--- config.mk ---
export PLATFORM = sky130hd
export DESIGN_NAME = rca_sum_arbiter
export DESIGN_NICKNAME = d
export VERILOG_FILES = /design/src/rtl/rca_sum_arbiter.sv
export SDC_FILE = /design/constraint.sdc
export NUM_CORES = 1
export LEC_CHECK = 0
export BUFFER_PORTS_ARGS = -buffer_cell sky130_fd_sc_hd__buf_4
export CORE_MARGIN = 4
export CORE_UTILIZATION = 53
export CTS_CLUSTER_SIZE = 24
export DETAILED_ROUTE_END_ITERATION = 16
export MAX_ROUTING_LAYER = met4
export PLACE_DENSITY = 0.87
export SETUP_SLACK_MARGIN = 0.05
export SLEW_MARGIN = 20
export SYNTH_ARGS = -nofsm -noshare
export SYNTH_HDL_FRONTEND = slang
export SYNTH_SLANG_ARGS = --single-unit
export TNS_END_PERCENT = 100
--- constraint.sdc ---
create_clock -name clk -period 8.49 [get_ports clk]
set_clock_uncertainty 0.1 [all_clocks]
set_input_delay 1.698 -clock clk [delete_from_list [all_inputs] [get_ports clk]]
set_output_delay 1.698 -clock clk [all_outputs]
set_load 0.005 [all_outputs]
--- src/rtl/rca_sum_arbiter.sv ---
// rca_sum_arbiter: shares one 3-operand ripple-carry sum datapath (a+b+c)
// among NUM_REQ requesters. One transaction is outstanding at a time:
// IDLE (grant and capture) -> ADD (register sum) -> RESP (valid/ready result).
//
// Build option:
//   RCA_ARB_FIXED_PRIO_EN  defined   -> fixed priority, lowest index wins, no rr_ptr
//                          undefined -> round-robin starting at rr_ptr (default)
module rca_sum_arbiter #(
  parameter int unsigned NUM_REQ = 4,
  parameter int unsigned W       = 8,
  parameter int unsigned SUM_W   = W + 3,
  parameter int unsigned ID_W    = (NUM_REQ > 1) ? $clog2(NUM_REQ) : 1
) (
  input  logic                 clk,
  input  logic                 reset,
  input  logic [NUM_REQ-1:0]   req_valid,
  input  logic [NUM_REQ*W-1:0] req_a,
  input  logic [NUM_REQ*W-1:0] req_b,
  input  logic [NUM_REQ*W-1:0] req_c,
  output logic [NUM_REQ-1:0]   req_ready,
  output logic                 res_valid,
  input  logic                 res_ready,
  output logic [SUM_W-1:0]     res_sum,
  output logic [ID_W-1:0]      res_id,
  output logic                 busy
);

  typedef enum logic [1:0] {
    ST_IDLE = 2'd0,
    ST_ADD  = 2'd1,
    ST_RESP = 2'd2
  } state_t;

  state_t             state_q, state_d;
  logic [W-1:0]       op_a_q, op_a_d;
  logic [W-1:0]       op_b_q, op_b_d;
  logic [W-1:0]       op_c_q, op_c_d;
  logic [ID_W-1:0]    id_q, id_d;
  logic [SUM_W-1:0]   res_sum_q, res_sum_d;
  logic [ID_W-1:0]    res_id_q, res_id_d;
  logic               res_valid_q, res_valid_d;
  logic               busy_q, busy_d;

  logic               win_found;
  logic [ID_W-1:0]    win_idx;
  logic [NUM_REQ-1:0] win_onehot;
  logic [W-1:0]       sel_a, sel_b, sel_c;
  logic               transfer;

`ifdef RCA_ARB_FIXED_PRIO_EN
  // Winner search: lowest requester index with valid set
  always_comb begin
    win_found = 1'b0;
    win_idx   = '0;
    for (int unsigned i = 0; i < NUM_REQ; i++) begin
      if (!win_found && req_valid[ID_W'(i)]) begin
        win_found = 1'b1;
        win_idx   = ID_W'(i);
      end
    end
  end
`else
  logic [ID_W-1:0] rr_ptr_q, rr_ptr_d;

  // Winner search: first valid requester starting at rr_ptr, wrapping modulo NUM_REQ
  always_comb begin
    int unsigned cand;
    cand      = 0;
    win_found = 1'b0;
    win_idx   = '0;
    for (int unsigned i = 0; i < NUM_REQ; i++) begin
      cand = 32'(rr_ptr_q) + i;
      if (cand >= NUM_REQ) begin
        cand = cand - NUM_REQ;
      end
      if (!win_found && req_valid[ID_W'(cand)]) begin
        win_found = 1'b1;
        win_idx   = ID_W'(cand);
      end
    end
  end
`endif

  // One-hot decode of the winner and selection of its operand triple
  always_comb begin
    win_onehot = '0;
    sel_a      = '0;
    sel_b      = '0;
    sel_c      = '0;
    for (int unsigned i = 0; i < NUM_REQ; i++) begin
      if (win_idx == ID_W'(i)) begin
        win_onehot[i] = win_found;
        sel_a         = req_a[i*W +: W];
        sel_b         = req_b[i*W +: W];
        sel_c         = req_c[i*W +: W];
      end
    end
  end

  // State and datapath registers; reset aborts any in-flight transaction
  always_ff @(posedge clk or posedge reset) begin
    if (reset) begin
      state_q     <= ST_IDLE;
      op_a_q      <= '0;
      op_b_q      <= '0;
      op_c_q      <= '0;
      id_q        <= '0;
      res_sum_q   <= '0;
      res_id_q    <= '0;
      res_valid_q <= 1'b0;
      busy_q      <= 1'b0;
`ifndef RCA_ARB_FIXED_PRIO_EN
      rr_ptr_q    <= '0;
`endif
    end else begin
      state_q     <= state_d;
      op_a_q      <= op_a_d;
      op_b_q      <= op_b_d;
      op_c_q      <= op_c_d;
      id_q        <= id_d;
      res_sum_q   <= res_sum_d;
      res_id_q    <= res_id_d;
      res_valid_q <= res_valid_d;
      busy_q      <= busy_d;
`ifndef RCA_ARB_FIXED_PRIO_EN
      rr_ptr_q    <= rr_ptr_d;
`endif
    end
  end

  // Next-state logic
  always_comb begin
    state_d = state_q;
    unique case (state_q)
      ST_IDLE: if (transfer)  state_d = ST_ADD;
      ST_ADD:                 state_d = ST_RESP;
      ST_RESP: if (res_ready) state_d = ST_IDLE;
      default:                state_d = ST_IDLE;
    endcase
  end

  // FSM outputs: grant only in IDLE and never while reset is asserted
  always_comb begin
    req_ready = '0;
    if ((state_q == ST_IDLE) && !reset) begin
      req_ready = win_onehot;
    end
    transfer = |(req_valid & req_ready);
  end

  // Datapath next values: capture on transfer, sum in ADD, hold through RESP
  always_comb begin
    op_a_d      = op_a_q;
    op_b_d      = op_b_q;
    op_c_d      = op_c_q;
    id_d        = id_q;
    res_sum_d   = res_sum_q;
    res_id_d    = res_id_q;
`ifndef RCA_ARB_FIXED_PRIO_EN
    rr_ptr_d    = rr_ptr_q;
`endif
    if (transfer) begin
      op_a_d = sel_a;
      op_b_d = sel_b;
      op_c_d = sel_c;
      id_d   = win_idx;
`ifndef RCA_ARB_FIXED_PRIO_EN
      rr_ptr_d = (win_idx == ID_W'(NUM_REQ - 1)) ? '0 : win_idx + ID_W'(1);
`endif
    end
    if (state_q == ST_ADD) begin
      res_sum_d = SUM_W'(op_a_q) + SUM_W'(op_b_q) + SUM_W'(op_c_q);
      res_id_d  = id_q;
    end
    res_valid_d = (state_d == ST_RESP);
    busy_d      = (state_d != ST_IDLE);
  end

  assign res_valid = res_valid_q;
  assign res_sum   = res_sum_q;
  assign res_id    = res_id_q;
  assign busy      = busy_q;

  // Grant is never more than one requester
  a_ready_onehot: assert property (@(posedge clk) disable iff (reset) $onehot0(req_ready));

  // Three W-bit operands never reach the top result bit
  a_sum_msb_zero: assert property (@(posedge clk) disable iff (reset) !res_sum[SUM_W-1]);

  // A stalled result stays valid and stable
  a_resp_hold: assert property (@(posedge clk) disable iff (reset)
    (res_valid && !res_ready) |=> (res_valid && $stable(res_sum) && $stable(res_id)));

endmodule

==> results by group <==
Setup path
  – End of the critical path: req_ready[1]
  – Reg-to-Reg End: op_c_q[0]
  – CP max FO: 27
  – R2r setup slk: 4.94 ns
  – Origin of the worst setup path: req_valid[2]
  – Critical Path Max Stage Delay: 0.86 ns
  – Setup CP Type: in -> out
  – CP Buf/Inv Count: 2
  – CP Capture Type: output port
  – Critical path startpoint category: input pin
  – WP depth: 6
  – Worst EP arrival: 3.84 ns
  – Reg-to-Reg Start: rr_ptr_q[0]
  – Most used cell, CP: buf_4
  – CP max-delay cell: ha_1
  – R2r worst-path depth: 9
  – WP data required: 6.69 ns
  – Critical Path, Cell by Cell: buf_4, a22o_1, a211oi_1, ha_1, and2_2, buf_4
  – Crit path max-delay family: adder cells

STA
  – Max Freq: 177 MHz
  – Final hold violations: 0
  – Max Transition Viols Final: 0
  – RSZ-0062 raised after global routing: no
  – Final setup TNS: 0 ns
  – Final setup vio count: 0
  – Worst-Margin Slew: 0.907 ns
  – Tmin final: 5.64 ns
  – Period utilization: 66.4%
  – Max-slew headroom: 39.5%
  – Final hold slack: 0.383 ns

Clock tree
  – CTS HTree Levels: 2
  – Clk slew on worst S/H paths: 0.08 ns
  – Setup bufs post-CTS: 0
  – CTS tree: yes
  – Clk root buf: clkbuf_8
  – Post-cts resize count: 0
  – CTS buffer count: 5
  – Cts hold-fix bufs: 0
  – Max Buffers Root-to-Sink: 2
  – Worst-skew pair later-pin latency: 0.29 ns
  – Sink Count: 44

Yosys
  – Mapped Cells: 327
  – Top_reg_cell synth: dfrtp_1
  – Post-synthesis adder-cell area fraction: 10.5%
  – Count leader, synth: dfrtp_1
  – Simple-Gate Fraction of Synth Area: 17.7%
  – Yosys cell types: 36
  – Synth area leader: dfrtp_1
  – Top-area cell type share of the netlist area: 36.3%
  – Post-synth EDFFs: 0
  – Most common library cells after synthesis: 44 x dfrtp_1, 37 x nand2_1, 29 x a21oi_1, 26 x nor2b_1, 25 x nor3_1
  – Top area cells in the synthesized netlist: dfrtp_1 36%, a221oi_1 6.9%, o21ai_2 6.4%, fa_1 5.9%, nor2b_1 5.4%
  – Synthesized area: 3030 um2
  – Async set or reset register ratio after synthesis: 100%
  – XOR/XNOR share of the synthesized area: 1.16%
  – Multiplexer share of the synthesized area: 1.12%
  – Avg Cell Area, Syn: 9.26 um2
  – #FFs+latches synth: 44
  – Largest family of logic cells by synthesized area: compound AO/OA/AOI/OAI gates
  – Sequential share of the synthesized area: 36.3%
  – Syn nets: 450
  – Compound-cell area share of the yosys netlist: 26.8%
  – Synth Warn #: 0

Floorplan
  – Initial core utilization: 54.7%
  – Die area: 6990 um2
  – Core Region: 5540 um2
  – I/O pin cnt: 122
  – Rows: 27
  – Die Y: 83.6 um
  – Die width: 83.6 um

Drt
  – TritonRoute pass-1 iters: 5
  – DR DRC count: 0
  – Number of DRC markers in iteration 0: 87
  – Via density: 5.52
  – Antenna-violating nets left: 0
  – Vias: 2790
  – Wirelength per Cell: 14.8 um
  – Top Metal Used: met4
  – DR WL met2: 3.65 mm
  – WL met1: 3.30 mm
  – DR WL met3: 461 um
  – Total wire length: 7.50 mm

Finish
  – Share of cells above drive strength 1: 38.1%
  – Layout Nets: 556
  – Diodes inserted: 0
  – Syn-to-layout area delta: 33.4%

Pwr
  – Clock group share of total power: 13.3%
  – Switching Share: 42.1%
  – Psw: 0.000573 W
  – Leakage: 1.95 nW
  – Int Pwr: 0.000790 W
  – Reg power frac: 26.5%
  – Combinational group share of total power: 60.1%
  – Max VDD drop: 0.174 mV
  – P per Cell Area: 337 nW/um2

Worst hold path
  – Worst hold path type: reg -> reg

Place
  – Gpl congestion: 0.863
  – Post-detail-place hpwl: 5.92 mm
  – IO buf count: 120

Global route
  – Vias in the first global route: 2754
  – Initial antenna violation count: 0
  – Overall Global Routing Usage: 22.3%
  – First-pass GRT wire length: 12.4 mm
  – Largest net degree at the start of global routing: 56
  – GR Overflow Total: 0

Outcome
  – Run status: completed

Job
  – Max-Cap Viols: 0
-- routing by layer --
layer / GRT usage (%) / up-vias
met4: 5.70 / 0
met3: 4.54 / 6
li1: - / 1386
met5: - / -
met2: 36.2 / 96
met1: 28.6 / 1302
-- layout by cell type, fill, tap and decap left out --
master,synthesis,final
nor2_2,1,1
ha_1,11,11
dfrtp_1,44,44
and2_2,4,4
o21a_1,2,2
nor2b_1,26,26
mux2_2,3,3
nor4_1,2,2
xor2_1,4,4
clkinv_2,1,1
a221oi_1,24,24
a21oi_1,29,29
conb_1,1,1
nand2b_1,3,3
bufinv_16,0,2
nand2_1,37,37
o21bai_1,1,1
a22o_1,1,1
inv_1,12,11
o21ai_0,16,16
nand2_4,1,1
nor2_1,4,4
a2111oi_4,1,1
nor3_1,25,25
a211oi_1,7,7
clkbuf_8,0,5
o21ai_2,22,22
clkinv_1,0,1
o211ai_1,1,1
a21o_1,3,3
o31a_1,2,2
fa_1,9,9
or2b_1,2,2
a21boi_2,1,1
a22oi_1,2,2
buf_4,1,124
-- cell families (layout without fill, tap and decap cells) --
kind of cell               Yosys count  in the layout
xor gates and xnor gates             4              4
muxes                                3              3
AOI/OAI and AO/OA                  112            112
adders and majority gates           20             20
other                                1              1
and+or+nand+nor                    105            105
DFF                                 44             44
buffers and inverters               38            144
-- sequential cells by signal (all words and copies together) (netlist names) --
signal / count
busy: 1
res_sum: 10
op_c_q: 8
op_b_q: 8
res_id: 2
id_q: 2
op_a_q: 8
res_valid: 1
state_q: 2
rr_ptr_q: 2
-- through the flow --
| stage | cell area [um2] | setup WS [ns] | power (W) | std cells | util, % |
|---|---|---|---|---|---|
| 2_1_floorplan | 3030 | 3.26 | 0.000973 | 327 | - |
| 3_3_place_gp | 3910 | 3.02 | 0.00115 | 498 | 70.6 |
| 3_5_place_dp | 3910 | 2.89 | 0.00118 | 498 | 70.6 |
| 4_1_cts | 4040 | 2.90 | 0.00137 | 505 | 72.9 |
| 5_1_grt | 4040 | 2.74 | 0.00150 | 505 | 72.9 |
| 6_report | 4040 | 2.85 | 0.00136 | 505 | 72.9 |
-- power by group through the flow --
stage | Combinational [W] | Sequential (W) | Clock (W)
final | 0.000820 | 0.000362 | 0.000182
after floorplan | 0.000617 | 0.000357 | 0
after global routing | 0.000935 | 0.000372 | 0.000196
after detailed placement | 0.000815 | 0.000366 | 0
after CTS | 0.000824 | 0.000362 | 0.000187
after global placement | 0.000790 | 0.000362 | 0
-- cell type report --
type                       count  area (um2)
inverter                      13        50.0
tap                           72        90.1
multi-input combinational    245        1740
clock inverter                 2        60.1
sequential                    44        1100
timing repair buffer         124         931
clock buffer                   5        68.8
fill                         426        1500
-- how the worst min path moves through the flow --
stage	slack, ns	from	cells past startpoint	endpoint
after floorplan	0.34	id_q[0]	2	id_q[0]
after global routing	0.40	res_sum[9]	2	res_sum[9]
final	0.38	res_sum[7]	1	res_sum[7]
after global placement	0.36	res_sum[2]	2	res_sum[2]
after CTS	0.39	res_sum[7]	1	res_sum[7]
after detailed placement	0.37	res_sum[7]	1	res_sum[7]
Note: power is estimated with default switching activity, not from simulation.
